===== config.mk =====
export PLATFORM = sky130hd
export DESIGN_NAME = rx_port_arbiter_flat
export DESIGN_NICKNAME = d
export VERILOG_FILES = /design/src/rtl/rx_port_arbiter_if.sv /design/src/rtl/rx_port_arbiter.sv /design/src/flat_wrapper.sv
export SDC_FILE = /design/constraint.sdc
export NUM_CORES = 1
export LEC_CHECK = 0
export ABC_AREA = 1
export ABC_CLOCK_PERIOD_IN_PS = 3100
export CAP_MARGIN = 20
export CORE_MARGIN = 2
export CORE_UTILIZATION = 40
export CTS_BUF_LIST = sky130_fd_sc_hd__clkbuf_2 sky130_fd_sc_hd__clkbuf_4 sky130_fd_sc_hd__clkbuf_8
export CTS_CLUSTER_SIZE = 40
export DETAILED_ROUTE_END_ITERATION = 12
export GPL_ROUTABILITY_DRIVEN = 0
export HOLD_SLACK_MARGIN = 0.02
export MAX_ROUTING_LAYER = met4
export PLACE_DENSITY = 0.75
export SYNTH_ARGS = -nofsm -noshare
export SYNTH_HDL_FRONTEND = slang
export SYNTH_SLANG_ARGS = --single-unit

===== constraint.sdc =====
create_clock -name switch_clk -period 3.1 [get_ports switch_clk]
set_clock_uncertainty 0.05 [all_clocks]
set_input_delay 0.62 -clock switch_clk [delete_from_list [all_inputs] [get_ports switch_clk]]
set_output_delay 0.62 -clock switch_clk [all_outputs]
set_load 0.1 [all_outputs]

===== src/rtl/rx_port_arbiter_if.sv =====
// rtl/rx_port_arbiter_if.sv - rx requester and packet-memory signal bundle for rx_port_arbiter
interface rx_port_arbiter_if #(
  parameter int NUM_PORTS  = 4,
  parameter int DATA_WIDTH = 8
) ();
  localparam int PORT_W = $clog2(NUM_PORTS);

  logic [NUM_PORTS-1:0]                 port_req_i;
  logic [NUM_PORTS-1:0]                 port_grant_o;
  logic [NUM_PORTS-1:0][DATA_WIDTH-1:0] port_data_i;
  logic [NUM_PORTS-1:0]                 port_valid_i;
  logic [NUM_PORTS-1:0]                 port_eof_i;
  logic [NUM_PORTS-1:0]                 port_error_i;
  logic                                 mem_ready_i;
  logic [DATA_WIDTH-1:0]                mem_data_o;
  logic                                 mem_valid_o;
  logic                                 mem_sof_o;
  logic                                 mem_eof_o;
  logic                                 mem_error_o;
  logic [PORT_W-1:0]                    mem_port_o;

  modport master (
    output port_req_i, port_data_i, port_valid_i, port_eof_i, port_error_i, mem_ready_i,
    input  port_grant_o, mem_data_o, mem_valid_o, mem_sof_o, mem_eof_o, mem_error_o, mem_port_o
  );

  modport slave (
    input  port_req_i, port_data_i, port_valid_i, port_eof_i, port_error_i, mem_ready_i,
    output port_grant_o, mem_data_o, mem_valid_o, mem_sof_o, mem_eof_o, mem_error_o, mem_port_o
  );
endinterface


===== src/rtl/rx_port_arbiter.sv =====
// rtl/rx_port_arbiter.sv - round-robin rx frame arbiter with stall timeout; RX_ARB_STATS_EN adds frame/timeout counters
module rx_port_arbiter #(
  parameter int NUM_PORTS      = 4,
  parameter int DATA_WIDTH     = 8,
  parameter int TIMEOUT_CYCLES = 1024
) (
  input  logic             switch_clk,
  input  logic             switch_rst,
  rx_port_arbiter_if.slave bus
`ifdef RX_ARB_STATS_EN
  ,
  output logic [NUM_PORTS-1:0][31:0] frame_count_o,
  output logic [31:0]                timeout_count_o
`endif
);
  localparam int PORT_W  = $clog2(NUM_PORTS);
  localparam int STALL_W = $clog2(TIMEOUT_CYCLES + 1);
  localparam logic [STALL_W-1:0] STALL_MAX = STALL_W'(TIMEOUT_CYCLES - 1);
  localparam logic [PORT_W-1:0]  LAST_RST  = PORT_W'(NUM_PORTS - 1);

  typedef enum logic {IDLE = 1'b0, BUSY = 1'b1} state_t;

  state_t                state, state_next;
  logic [PORT_W-1:0]     sel, last_port, pick, idx;
  logic                  found;
  logic [NUM_PORTS-1:0]  grant;
  logic                  eof_hit, stall_hit, timeout_hit;
  logic [STALL_W-1:0]    stall_cnt;
  logic [DATA_WIDTH-1:0] data_q;
  logic                  valid_q, sof_q, eof_q, error_q;
  logic [PORT_W-1:0]     port_q;

  always_ff @(posedge switch_clk) begin
    if (switch_rst) state <= IDLE;
    else            state <= state_next;
  end

  always_comb begin
    state_next  = state;
    found       = 1'b0;
    pick        = '0;
    idx         = '0;
    grant       = '0;
    eof_hit     = 1'b0;
    stall_hit   = 1'b0;
    timeout_hit = 1'b0;
    // Search starts one past the last served port so every requester gets a turn.
    for (int i = 1; i <= NUM_PORTS; i++) begin
      idx = PORT_W'((int'(last_port) + i) % NUM_PORTS);
      if (!found && bus.port_req_i[idx]) begin
        found = 1'b1;
        pick  = idx;
      end
    end
    case (state)
      IDLE: if (found) state_next = BUSY;
      BUSY: begin
        grant[sel]  = bus.mem_ready_i & ~switch_rst;
        eof_hit     = bus.port_eof_i[sel];
        stall_hit   = bus.mem_ready_i & ~bus.port_valid_i[sel] & ~bus.port_eof_i[sel];
        timeout_hit = stall_hit && (stall_cnt == STALL_MAX);
        if (eof_hit || timeout_hit) state_next = IDLE;
      end
      default: state_next = IDLE;
    endcase
  end

  always_ff @(posedge switch_clk) begin
    if (switch_rst) begin
      sel       <= '0;
      last_port <= LAST_RST;
      stall_cnt <= '0;
      data_q    <= '0;
      valid_q   <= 1'b0;
      sof_q     <= 1'b0;
      eof_q     <= 1'b0;
      error_q   <= 1'b0;
      port_q    <= '0;
    end else begin
      sof_q   <= 1'b0;
      eof_q   <= 1'b0;
      error_q <= 1'b0;
      valid_q <= 1'b0;
      case (state)
        IDLE: begin
          stall_cnt <= '0;
          if (found) begin
            sel    <= pick;
            port_q <= pick;
            sof_q  <= 1'b1;
          end
        end
        BUSY: begin
          // Data only advances on accepted cycles so a held byte is never replayed.
          valid_q <= bus.port_valid_i[sel] & bus.mem_ready_i;
          if (bus.mem_ready_i) data_q <= bus.port_data_i[sel];
          if (eof_hit) begin
            eof_q     <= 1'b1;
            error_q   <= bus.port_error_i[sel];
            last_port <= sel;
            stall_cnt <= '0;
          end else if (timeout_hit) begin
            eof_q     <= 1'b1;
            error_q   <= 1'b1;
            last_port <= sel;
            stall_cnt <= '0;
          end else if (bus.mem_ready_i && bus.port_valid_i[sel]) begin
            stall_cnt <= '0;
          end else if (stall_hit && stall_cnt != STALL_MAX) begin
            stall_cnt <= stall_cnt + 1'b1;
          end
        end
        default: ;
      endcase
    end
  end

  assign bus.port_grant_o = grant;
  assign bus.mem_data_o   = data_q;
  assign bus.mem_valid_o  = valid_q;
  assign bus.mem_sof_o    = sof_q;
  assign bus.mem_eof_o    = eof_q;
  assign bus.mem_error_o  = error_q;
  assign bus.mem_port_o   = port_q;

`ifdef RX_ARB_STATS_EN
  always_ff @(posedge switch_clk) begin
    if (switch_rst) begin
      frame_count_o   <= '0;
      timeout_count_o <= '0;
    end else if (state == BUSY) begin
      if (eof_hit)          frame_count_o[sel] <= frame_count_o[sel] + 32'd1;
      else if (timeout_hit) timeout_count_o    <= timeout_count_o + 32'd1;
    end
  end
`endif
endmodule


===== src/flat_wrapper.sv =====
// flat-port wrapper written by rule: the top's interface ports become plain ports
module rx_port_arbiter_flat 
#(
  parameter int NUM_PORTS      = 4,
  parameter int DATA_WIDTH     = 8,
  parameter int TIMEOUT_CYCLES = 1024
)
  (switch_clk, switch_rst, bus_port_req_i, bus_port_data_i, bus_port_valid_i, bus_port_eof_i, bus_port_error_i, bus_mem_ready_i, bus_port_grant_o, bus_mem_data_o, bus_mem_valid_o, bus_mem_sof_o, bus_mem_eof_o, bus_mem_error_o, bus_mem_port_o);
  rx_port_arbiter_if #(.NUM_PORTS(NUM_PORTS), .DATA_WIDTH(DATA_WIDTH)) bus_i ();
  input  logic switch_clk;
  input  logic switch_rst;
  input wire logic [$bits(bus_i.port_req_i)-1:0] bus_port_req_i;
  input wire logic [$bits(bus_i.port_data_i)-1:0] bus_port_data_i;
  input wire logic [$bits(bus_i.port_valid_i)-1:0] bus_port_valid_i;
  input wire logic [$bits(bus_i.port_eof_i)-1:0] bus_port_eof_i;
  input wire logic [$bits(bus_i.port_error_i)-1:0] bus_port_error_i;
  input wire logic [$bits(bus_i.mem_ready_i)-1:0] bus_mem_ready_i;
  output wire logic [$bits(bus_i.port_grant_o)-1:0] bus_port_grant_o;
  output wire logic [$bits(bus_i.mem_data_o)-1:0] bus_mem_data_o;
  output wire logic [$bits(bus_i.mem_valid_o)-1:0] bus_mem_valid_o;
  output wire logic [$bits(bus_i.mem_sof_o)-1:0] bus_mem_sof_o;
  output wire logic [$bits(bus_i.mem_eof_o)-1:0] bus_mem_eof_o;
  output wire logic [$bits(bus_i.mem_error_o)-1:0] bus_mem_error_o;
  output wire logic [$bits(bus_i.mem_port_o)-1:0] bus_mem_port_o;
  assign bus_i.port_req_i = bus_port_req_i;
  assign bus_i.port_data_i = bus_port_data_i;
  assign bus_i.port_valid_i = bus_port_valid_i;
  assign bus_i.port_eof_i = bus_port_eof_i;
  assign bus_i.port_error_i = bus_port_error_i;
  assign bus_i.mem_ready_i = bus_mem_ready_i;
  assign bus_port_grant_o = bus_i.port_grant_o;
  assign bus_mem_data_o = bus_i.mem_data_o;
  assign bus_mem_valid_o = bus_i.mem_valid_o;
  assign bus_mem_sof_o = bus_i.mem_sof_o;
  assign bus_mem_eof_o = bus_i.mem_eof_o;
  assign bus_mem_error_o = bus_i.mem_error_o;
  assign bus_mem_port_o = bus_i.mem_port_o;
  rx_port_arbiter #(.NUM_PORTS(NUM_PORTS), .DATA_WIDTH(DATA_WIDTH), .TIMEOUT_CYCLES(TIMEOUT_CYCLES)) u_core (.switch_clk(switch_clk), .switch_rst(switch_rst), .bus(bus_i));
endmodule

**After elaboration in Yosys (flattened, before gate mapping)**

Index checks and enable logic that the tools add are counted.

- Add/subtract/negate cells: 5
- Bitwise gates (word level): 9
- Eq/ne operators: 3
- $lt $le $gt $ge: 6
- Reduce and logical (&&, ||, !) cells: 17
- Muxes and demuxes: 43

Operators with widths:

| kind | count |
|---|---|
| $mux 11 | 4 |
| $pmux 11 s2 | 1 |
| $mux 1 | 20 |
| $bmux 8 s2 | 1 |
| $lt 2x3->1 const B | 5 |
| $bmux 1 s2 | 7 |
| $mux 2 | 6 |
| $add 11x1->11 const B | 1 |
| $eq 11x10->1 const B | 1 |
| $ne 11x10->1 const B | 1 |
| $mux 8 | 1 |
| $logic_and 1x1->1 | 7 |
| $reduce_and 2->1 | 3 |
| $ne 5x5->1 const B | 1 |
| $add 2x1->2 const B | 2 |
| $add 2x2->2 const B | 2 |
| $and 1x1->1 | 4 |
| $and 4x4->4 | 1 |
| $mux 4 | 1 |
| $not 1->1 | 4 |
| $reduce_or 2->1 | 2 |
| $logic_not 1->1 | 3 |
| $demux 1 s2 | 1 |
| $ge 2x1->1 const B | 1 |
| 3 further kinds | 3 |

- Input bits: 51
- Bits in registers: 28
- Output and inout port bits: 18
- Word-level logic and storage cells: 92

**Logic depth before layout (Yosys ltp)**

Gate-level depths: netlist (run 1).

- Depth in word-level cells: 15
- Gate-level depth with buffers: 14
- Gate-level depth less buffers: 12

**Worst setup path before layout (run 1)**

OpenSTA, ideal clock, no wires.

- Kind: register to output
- Start point: reg u_core.sel[0]
- End point: out bus_port_grant_o[0]
- Data required time: 2.430 ns
- Cell stages (with the launch flop): 4
- Path buffers: 2
- Path slack: -0.803 ns
- Data arrival time: 3.233 ns
- Cells stage by stage: dfxtp_1 -> buf_6 -> clkbuf_1 -> nor3_1

- Cells in the longest elaborated chain, start to end: 6
- Elaborated cells on any way between the ends: 7
- Those cells by class: order compare (2); mux (3); bitwise (1); reduce/logical (1)

Ends and longest elaborated chain:

| what | line | text |
|---|---|---|
| start: declaration | rx_port_arbiter.sv:24 | `logic [PORT_W-1:0] sel, last_port, pick, idx;` |
| start signal: assignment | rx_port_arbiter.sv:88 | `sel <= pick;` |
| $lt 2x3->1 (not written as such) / $ge 2x1->1 (equally long branches) | rx_port_arbiter.sv:58 | `grant[sel] = bus.mem_ready_i & ~switch_rst;` |
| $logic_and 1x1->1 (not written as such) | rx_port_arbiter.sv:58 |  |
| $mux 1 (not written as such) | rx_port_arbiter.sv:58 |  |
| $demux 1 s2 (*) | -- |  |
| $and 4x4->4 (no source line) (*) | -- |  |
| $mux 4 (*) | rx_port_arbiter.sv:55 | `case (state)` |
| end: declaration | flat_wrapper.sv:18 | `output wire logic [$bits(bus_i.port_grant_o)-1:0] bus_port_grant_o;` |

Mark *: on every way between the ends. The rest lies on a longest branch, timed or not.

**Worst setup path after layout (run 1)**

- Start point: in bus_mem_ready_i
- End point: out bus_port_grant_o[0]

- Cells in the longest elaborated chain, start to end: 3

Ends and longest elaborated chain:

| what | line | text |
|---|---|---|
| start: declaration | flat_wrapper.sv:17 | `input wire logic [$bits(bus_i.mem_ready_i)-1:0] bus_mem_ready_i;` |
| $and 1x1->1 | rx_port_arbiter.sv:58 |  |
| $and 4x4->4 (no source line) | -- |  |
| $mux 4 | rx_port_arbiter.sv:55 |  |

Every way passes these cells.

==> reports/metrics.cfg, run 1 <==
[clock_tree]
cts_tree=built
h-tree-depth=1
clock-sinks=28
post-cts-setup-buffer-count=0
path_clk_slew_ns=0.10
cts_root_buf=clkbuf_8
cts_buffer_depth=2
clock_latency_ns=0.27
cts_buffers=3
holdBufCountCts=0
cts.repair.resized=0

[finish]
final_util_pct=58.53
final_cells=417
diodes=0
nNetsFinal=416
syn2layout_area_growth_pct=42.35
layout-drive-gt1-share_pct=17.63
n_fill_cell=449

[placed_design]
port_buffers=68
place_inst=413
dp_hpwl_microns=3890

[pwr]
powerDensity_nw_per_um2=742.5
p_comb_share_pct=59.6
p_sw_share_pct=51.98
power_switching_w=0.001060
seq_power_share_pct=26.2
clockPowerShare_pct=14.1
peakVddDrop_v=0.0003622
intPower_w=0.0009791
p_leak_nw=1.260

[routing]
vias=2080
viasPerCell=4.988
drt_wl_total_microns=5012
first_iter_violations=89
dr.pass1.iters=4
wl_per_cell_microns=12.02
drtAntennaViolNets=0
drc=0

[worst_hold_path]
min_path_cells=2
hp-class=reg -> reg

[critical_path]
reg2reg_depth=10
crit_buf_inv=3
cpPeakStageDelay_ns=0.59
path_common_cell=nand2_1
crit_family=buffers and inverters
r2r_slack_ns=1.12
cp_slowest_cell=clkdlybuf4s50_1
critPathMaxFanout=5
path_depth=6
start_kind=primary input
crit_chain=clkdlybuf4s50_1 > nand2_1 > inv_1 > nand2_1 > nor3_2 > buf_12
critical_path_class=in -> out
cp.arrival_ns=2.03
required_ns=2.43
end_kind=output port

[grt]
grt_usage_pct=20.21
antenna_found_initial=0
grt_pass1_vias=1959
grt_max_degree=17
overflow=0
grt_pass1_wl_microns=8445

[timing]
maxSlewHeadroom_pct=52.62
final_max_slew_viol_count=0
fmax_mhz=370.4
setup_viol=0
hold_violations=0
rsz0062_at_grt=false
worst_pin_slew_ns=0.7098
post-route-period-util_pct=87.08
hold_slack_ns=0.4674
period_minus_slack_ns=2.700
setup_tns_ns=0

[synthesis]
yosysUniqueCellTypes=30
synth_nets=346
yosysSeqAreaShare_pct=29.05
synth-main-ff-cell=dfxtp_1
synth_seq_cells=28
syn_area_per_cell_sq_um=6.562
synth-compound-area-share_pct=13.42
synth.most_common_cell=nand2_1
netlist_instances=294
synth_xor_xnor_area_share_pct=0.9079
netlist_top_cells_count=nand2_1 (86), nand3_1 (34), inv_1 (32)
yosysTopAreaCell=dfxtp_1
synth_area_leaders=dfxtp_1 (29%), nand2_1 (17%), nand3_1 (8.8%)
ys_async_sr_fraction_pct=0
syn-cell-area_sq_um=1929
yosys.area_share.simple_pct=44.81
synth-edff-count=0
synth_top_family_by_area=simple AND/OR/NAND/NOR gates
post_synth_mux_area_share_pct=0
synth_adder_area_share_pct=0.6485
synth_warnings=0
yosys.area.top_type_share_pct=29.05

[floorplan]
dieHeight_microns=73.45
core_sq_um=4692
start_util_pct=41.12
die-area_sq_um=5395
pin_count=69
row_count=25
die_w_microns=73.45

[job]
drv_cap=0

[status]
outcome=finished clean

[layer usage]
metal	vias up	track usage, %	share of wire (%)
met2	73	32.94	48
met4	0	5.253	0.16
li1	1094	-	-
met1	911	25.59	45
met3	2	3.978	6.9
met5	-	-	0
[sequential cells by signal, indices dropped and copies added (netlist names), 2 cells and up]
| register | flops |
|---|---|
| u_core.bus.mem_data_o | 8 |
| u_core.last_port | 2 |
| u_core.stall_cnt | 11 |
| u_core.sel | 2 |
[area by class of cell]
cell class | instances | area, sq um | area share (%)
multi-input cells | 218 | 1166 | 42.46
repair buffers | 73 | 723.2 | 26.33
flip-flops and latches | 28 | 560.5 | 20.41
inverters | 40 | 157.7 | 5.740
well taps | 54 | 67.56 | 2.460
clock buffers | 3 | 41.29 | 1.503
clock inverters | 1 | 30.03 | 1.093
[power by group through the flow]
stage	Sequential, W	Combinational, W	Clock, W
finish	0.000535	0.00122	0.000289
global route	0.000548	0.00133	0.000305
CTS	0.000535	0.00122	0.000293
detailed placement	0.000541	0.00122	0
global placement	0.000541	0.00120	0
floorplan	0.000772	0.000706	0
[placed cells by master (no fill, tap or decap), types with 2 or more instances in the layout]
cell type / synthesis / final
xor2_1: 2 / 2
a31oi_1: 3 / 3
nand2_4: 4 / 4
clkdlybuf4s50_1: 0 / 50
o21ai_0: 9 / 9
nand4_1: 2 / 2
a22oi_1: 9 / 9
nor2_2: 1 / 4
nand3_4: 2 / 2
inv_1: 32 / 32
o21ai_1: 2 / 2
nand2_2: 10 / 10
nand2_1: 86 / 86
nor2_1: 27 / 24
nor2_4: 3 / 3
nand3_2: 2 / 2
nand3_1: 34 / 34
clkbuf_8: 0 / 3
a41oi_1: 8 / 8
inv_2: 5 / 5
dfxtp_1: 28 / 28
inv_4: 3 / 3
nor3_1: 7 / 6
buf_12: 0 / 4
a21oi_1: 3 / 3
buf_4: 1 / 19
[metrics by stage]
step	cell area (sq um)	setup WS [ns]	power, W
after floorplan	1942	0.02387	0.001478
after CTS	2746	0.3886	0.002050
after global placement	2675	0.4373	0.001745
final	2746	0.4005	0.002039
after detailed placement	2675	0.4181	0.001757
after global routing	2746	0.2882	0.002180
[cell families after synthesis]
kind of cell	Yosys count
simple gates	179
buf+inv	48
compound gates	36
flops	28
xor+xnor	2
fa+ha+maj	1
[worst min-delay path: stages, from the launching register on]
cell	delay, ns
dfxtp_1	0.36
a31oi_1	0.05
nor2_1	0.07
[final timing paths]
check | startpoint | endpoint
max | bus_mem_ready_i | bus_port_grant_o[0]
min reg2reg | u_core.stall_cnt[10] | u_core.stall_cnt[10]
max reg2reg | u_core.sel[0] | u_core.stall_cnt[5]
min | u_core.stall_cnt[10] | u_core.stall_cnt[10]
(Power assumes the default switching activity.)
==> inputs of run 2 (changes only) <==
--- a/config.mk
+++ b/config.mk
@@ -8,7 +8,7 @@
 export ABC_AREA = 1
 export ABC_CLOCK_PERIOD_IN_PS = 3100
 export CAP_MARGIN = 20
-export CORE_MARGIN = 2
+export CORE_MARGIN = 1.5
 export CORE_UTILIZATION = 40
 export CTS_BUF_LIST = sky130_fd_sc_hd__clkbuf_2 sky130_fd_sc_hd__clkbuf_4 sky130_fd_sc_hd__clkbuf_8
 export CTS_CLUSTER_SIZE = 40
@@ -16,7 +16,7 @@
 export GPL_ROUTABILITY_DRIVEN = 0
 export HOLD_SLACK_MARGIN = 0.02
 export MAX_ROUTING_LAYER = met4
-export PLACE_DENSITY = 0.75
+export PLACE_DENSITY_LB_ADDON = 0.05
 export SYNTH_ARGS = -nofsm -noshare
 export SYNTH_HDL_FRONTEND = slang
 export SYNTH_SLANG_ARGS = --single-unit
==> run 2 against run 1 <==
Global-route usage is 1.3 points higher. Critical path depth is the same. Die area fell by 2.7%. Register-to-register slack worse by 0.08 ns. Hold slack is essentially flat. Highest routed layer unchanged. Non-clock buffer count shrank 1. Via count decreased by 1.6%. Combinational power about the same. Core utilization fell by 0.51 points. Largest cell class unchanged.
==> reports/metrics.cfg, run 2 (synthesis gave the netlist of run 1 again) <==
[status]
outcome=finished clean

[finish]
diodes=0  ; unchanged
final_cells=416  ; -0.24%
layout-drive-gt1-share_pct=17.40  ; -0.23 points
nNetsFinal=415  ; -0.24%
final_common_cell=nand2_1
fin_area_sq_um=2723  ; -0.87%
largest_reg_flops=11  ; unchanged
final_cell_mix=nand2_1 (86), clkdlybuf4s50_1 (50), nand3_1 (34)
syn2layout_area_growth_pct=41.12
final_util_pct=58.03  ; -0.51 points
regMostFlops=u_core.stall_cnt

[timing]
final_max_slew_viol_count=0  ; unchanged
hold_violations=0  ; unchanged
post-route-period-util_pct=85.06  ; -2.0 points
maxSlewHeadroom_pct=46.86  ; -5.8 points
setup_viol=0  ; unchanged
period_minus_slack_ns=2.637  ; -0.06265 ns
fmax_mhz=379.2  ; +2.4%
rsz0062_at_grt=false
worst_pin_slew_ns=0.7961  ; +0.08629 ns
setup_tns_ns=0  ; unchanged

[placed_design]
place_inst=412  ; -0.24%
dpl-instance-area_sq_um=2668  ; -0.28%
dp_hpwl_microns=3986  ; +2.5%
port_buffers=68  ; unchanged

[clock_tree]
clock_latency_ns=0.28  ; about the same
path_clk_slew_ns=0.10  ; about the same
cts.repair.resized=0  ; unchanged
cts_buffers=3  ; unchanged
h-tree-depth=1  ; unchanged
holdBufCountCts=0  ; unchanged
clock-sinks=28  ; unchanged
cts_buffer_depth=2  ; unchanged
cts_tree=built
post-cts-setup-buffer-count=0  ; unchanged
cts_root_buf=clkbuf_8

[critical_path]
path_common_cell=nand2_1
cp.arrival_ns=1.97  ; -0.06 ns
crit_chain=clkdlybuf4s50_1 > nand2_1 > inv_1 > nand2_1 > nor3_2 > buf_12
critical_path_class=in -> out
end_kind=output port
cpPeakStageDelay_ns=0.59  ; about the same
required_ns=2.43  ; about the same
start_kind=primary input
cp_slowest_cell=clkdlybuf4s50_1
critPathMaxFanout=5  ; unchanged

[floorplan]
dieHeight_microns=72.45  ; -1.4%
die_w_microns=72.45  ; -1.4%
row_count=25  ; unchanged
core_sq_um=4692  ; unchanged
start_util_pct=41.12  ; unchanged
die-area_sq_um=5249  ; -2.7%
pin_count=69  ; unchanged

[pwr]
powerDensity_nw_per_um2=724.8  ; -2.4%
power.total_w=0.001973  ; -3.2%
peakVddDrop_v=0.0004177  ; +15%
p_leak_nw=1.248  ; -0.96%

[worst_hold_path]
hp-class=reg -> reg

[grt]
grt_pass1_vias=1912  ; -2.4%
grt_max_degree=17  ; unchanged
grt_usage_pct=21.51  ; +1.3 points
grt_pass1_wl_microns=8714  ; +3.2%
antenna_found_initial=0  ; unchanged
overflow=0  ; unchanged

[routing]
drtAntennaViolNets=0  ; unchanged
first_iter_violations=65  ; -27%
drc=0  ; unchanged
viasPerCell=4.921  ; -1.3%
drt_wl_total_microns=5134  ; +2.4%
wl_per_cell_microns=12.34  ; +2.7%
vias=2047  ; -1.6%
dr.pass1.iters=4  ; unchanged

[job]
drv_cap=0  ; unchanged

run 2: cell types whose count changed in the layout (fill, tap and decap cells not counted):
cell	delta
buf_4	-1
bufinv_16	-1
clkbuf_8	+1
run 2: area by class of cell:
class,instances,area (sq um)
multi-input combinational,218,1166
timing repair buffer,72,715.7
sequential,28,560.5
fill,465,1969
inverter,40,157.7
clock buffer,4,55.05
tap,54,67.56
run 2: stage by stage:
step	worst slack, ns	hold slack [ns]
global route	0.3153	0.4832
finish	0.4631	0.4671
detailed placement	0.4660	0.4446
floorplan	0.02387	0.4098
global placement	0.4779	0.4336
CTS	0.4634	0.4732
run 2: final timing paths:
| path | from | slack, ns | cells past startpoint | end |
|---|---|---|---|---|
| min reg2reg | u_core.stall_cnt[10] | 0.47 | 2 | u_core.stall_cnt[10] |
| max reg2reg | u_core.sel[0] | 1.04 | 10 | u_core.stall_cnt[5] |
| max | bus_mem_ready_i | 0.46 | 6 | bus_port_grant_o[0] |
| min | u_core.stall_cnt[10] | 0.47 | 2 | u_core.stall_cnt[10] |
run 2: per-layer routing:
layer  routed length (microns)  global-route usage [%]  vias up
met3                       198                   3.750        5
met1                      2462                   27.57      907
met4                        51                   4.403        0
met5                         0                       -        -
li1                          -                       -     1090
met2                      2421                   35.70       45
run 2: power by group:
group	switching [W]	internal, W
clock	0.000119	0.000114
combinational	0.000830	0.000374
sequential	0.000109	0.000427
run 2: critical path, delay by kind of cell:
kind | cells | cell delay (ns)
buffers and inverters | 3 | 0.87
AND/OR/NAND/NOR | 3 | 0.46
==> inputs of run 3 (changes only) <==
--- a/config.mk
+++ b/config.mk
@@ -10,13 +10,13 @@
 export CAP_MARGIN = 20
 export CORE_MARGIN = 1.5
 export CORE_UTILIZATION = 40
-export CTS_BUF_LIST = sky130_fd_sc_hd__clkbuf_2 sky130_fd_sc_hd__clkbuf_4 sky130_fd_sc_hd__clkbuf_8
 export CTS_CLUSTER_SIZE = 40
 export DETAILED_ROUTE_END_ITERATION = 12
 export GPL_ROUTABILITY_DRIVEN = 0
 export HOLD_SLACK_MARGIN = 0.02
 export MAX_ROUTING_LAYER = met4
 export PLACE_DENSITY_LB_ADDON = 0.05
+export RECOVER_POWER = 100
 export SYNTH_ARGS = -nofsm -noshare
 export SYNTH_HDL_FRONTEND = slang
 export SYNTH_SLANG_ARGS = --single-unit
==> run 3 against run 2 <==
Critical path depth unchanged. Maximum frequency decreased by 5.0%. Count of clock-buffer cells in the layout unchanged. First-iteration DRC count increased by 34%. Combinational power decreased by 8%. Wire length increased by 0.27%. Global-route usage unchanged. Critical endpoint unchanged.
==> reports/metrics.cfg, run 3 (synthesis gave the netlist of run 1 again) <==
[critical_path]
critPathMaxFanout=5  ; unchanged
cp.arrival_ns=2.11  ; +0.14 ns
start_kind=primary input
end_kind=output port
reg2reg_depth=11  ; +1
required_ns=2.43  ; about the same
critical_path_class=in -> out

[timing]
maxSlewHeadroom_pct=21.18  ; -26 points
final_max_slew_viol_count=0  ; unchanged
worst_pin_slew_ns=1.187  ; +0.3914 ns
post-route-period-util_pct=89.56  ; +4.5 points
period_minus_slack_ns=2.776  ; +0.1395 ns
hold_slack_ns=0.4675  ; +0.0003460 ns
setup_viol=0  ; unchanged
hold_violations=0  ; unchanged
rsz0062_at_grt=false
fmax_mhz=360.2  ; -5.0%
setup_tns_ns=0  ; unchanged
setup_ws_ns=0.3237  ; -0.1395 ns

[finish]
layout-drive-gt1-share_pct=9.392  ; -8.0 points
nNetsFinal=415  ; unchanged
final_cell_mix=nand2_1 (92), clkdlybuf4s50_1 (48), nand3_1 (35)
syn2layout_area_growth_pct=34.11
fin_area_sq_um=2587  ; -5.0%
diodes=0  ; unchanged
regMostFlops=u_core.stall_cnt
final_common_cell=nand2_1
largest_reg_flops=11  ; unchanged

[floorplan]
dieHeight_microns=72.45  ; unchanged
die_w_microns=72.45  ; unchanged
core_sq_um=4692  ; unchanged
start_util_pct=41.12  ; unchanged
row_count=25  ; unchanged
die-area_sq_um=5249  ; unchanged
pin_count=69  ; unchanged

[clock_tree]
cts_root_buf=clkbuf_8
path_clk_slew_ns=0.10  ; about the same
clock-sinks=28  ; unchanged
cts_buffers=3  ; unchanged
post-cts-setup-buffer-count=0  ; unchanged
h-tree-depth=1  ; unchanged
cts_buffer_depth=2  ; unchanged
cts_tree=built
clock_latency_ns=0.28  ; about the same
holdBufCountCts=0  ; unchanged
cts.repair.resized=0  ; unchanged

[routing]
dr.pass1.iters=4  ; unchanged
drt_wl_total_microns=5148  ; +0.27%
viasPerCell=4.901  ; -0.39%
first_iter_violations=87  ; +34%
wl_per_cell_microns=12.38  ; +0.27%
drc=0  ; unchanged
drtAntennaViolNets=0  ; unchanged
vias=2039  ; -0.39%

[placed_design]
dpl-instance-area_sq_um=2668  ; unchanged
dp_slack_ns=0.4660  ; unchanged
dp_hpwl_microns=3986  ; unchanged
port_buffers=68  ; unchanged

[grt]
overflow=0  ; unchanged
antenna_found_initial=0  ; unchanged
grt_max_degree=17  ; unchanged
grt_usage_pct=21.51  ; unchanged
grt_pass1_vias=1912  ; unchanged
grt_pass1_wl_microns=8714  ; unchanged

[worst_hold_path]
min_path_cells=2  ; unchanged
hp-class=reg -> reg

[status]
outcome=finished clean

[pwr]
p_leak_nw=1.171  ; -6.2%
peakVddDrop_v=0.0004072  ; -2.5%
powerDensity_nw_per_um2=722.3  ; -0.34%

[job]
drv_cap=0  ; unchanged

==> run 3: final cells by class <==
type / instances / area [sq um]
Inverter: 40 / 157.7
Fill cell: 498 / 2105
Tap cell: 54 / 67.56
Timing Repair Buffer: 72 / 660.6
Sequential cell: 28 / 560.5
Multi-Input combinational cell: 218 / 1086
Clock buffer: 4 / 55.05
==> run 3: routing by layer <==
layer | vias up | wire length (microns) | GRT usage (%)
met5 | - | 0 | -
met4 | 0 | 51 | 4.403
met3 | 5 | 203 | 3.750
met2 | 47 | 2411 | 35.70
met1 | 895 | 2482 | 27.57
li1 | 1092 | - | -
==> run 3: worst max-delay path, cell delays in order <==
cell	delay [ns]
dlygate4sd3_1	0.67
nand2_1	0.08
inv_1	0.07
nand2_1	0.13
nor3_1	0.31
buf_12	0.22
==> run 3: worst paths after layout <==
path	from	to	slack, ns
hold reg to reg	u_core.stall_cnt[10]	u_core.stall_cnt[10]	0.47
setup reg to reg	u_core.sel[0]	u_core.last_port[1]	0.49
setup / recovery	bus_mem_ready_i	bus_port_grant_o[0]	0.32
hold / removal	u_core.stall_cnt[10]	u_core.stall_cnt[10]	0.47
==> run 3: report_power, final <==
part	switching (W)	internal, W	total (W)
combinational	0.000795	0.000309	0.00110
sequential	0.000102	0.000427	0.000529
clock	0.000122	0.000114	0.000236
total	0.00102	0.000850	0.00187
==> run 3: per-stage QoR <==
step	power, W	instances	utilization [%]
after detailed placement	0.001754	412	56.85
after floorplan	0.001478	294	-
final	0.001869	416	55.15
after CTS	0.001995	416	58.03
after global routing	0.002013	416	55.15
after global placement	0.001748	412	56.85
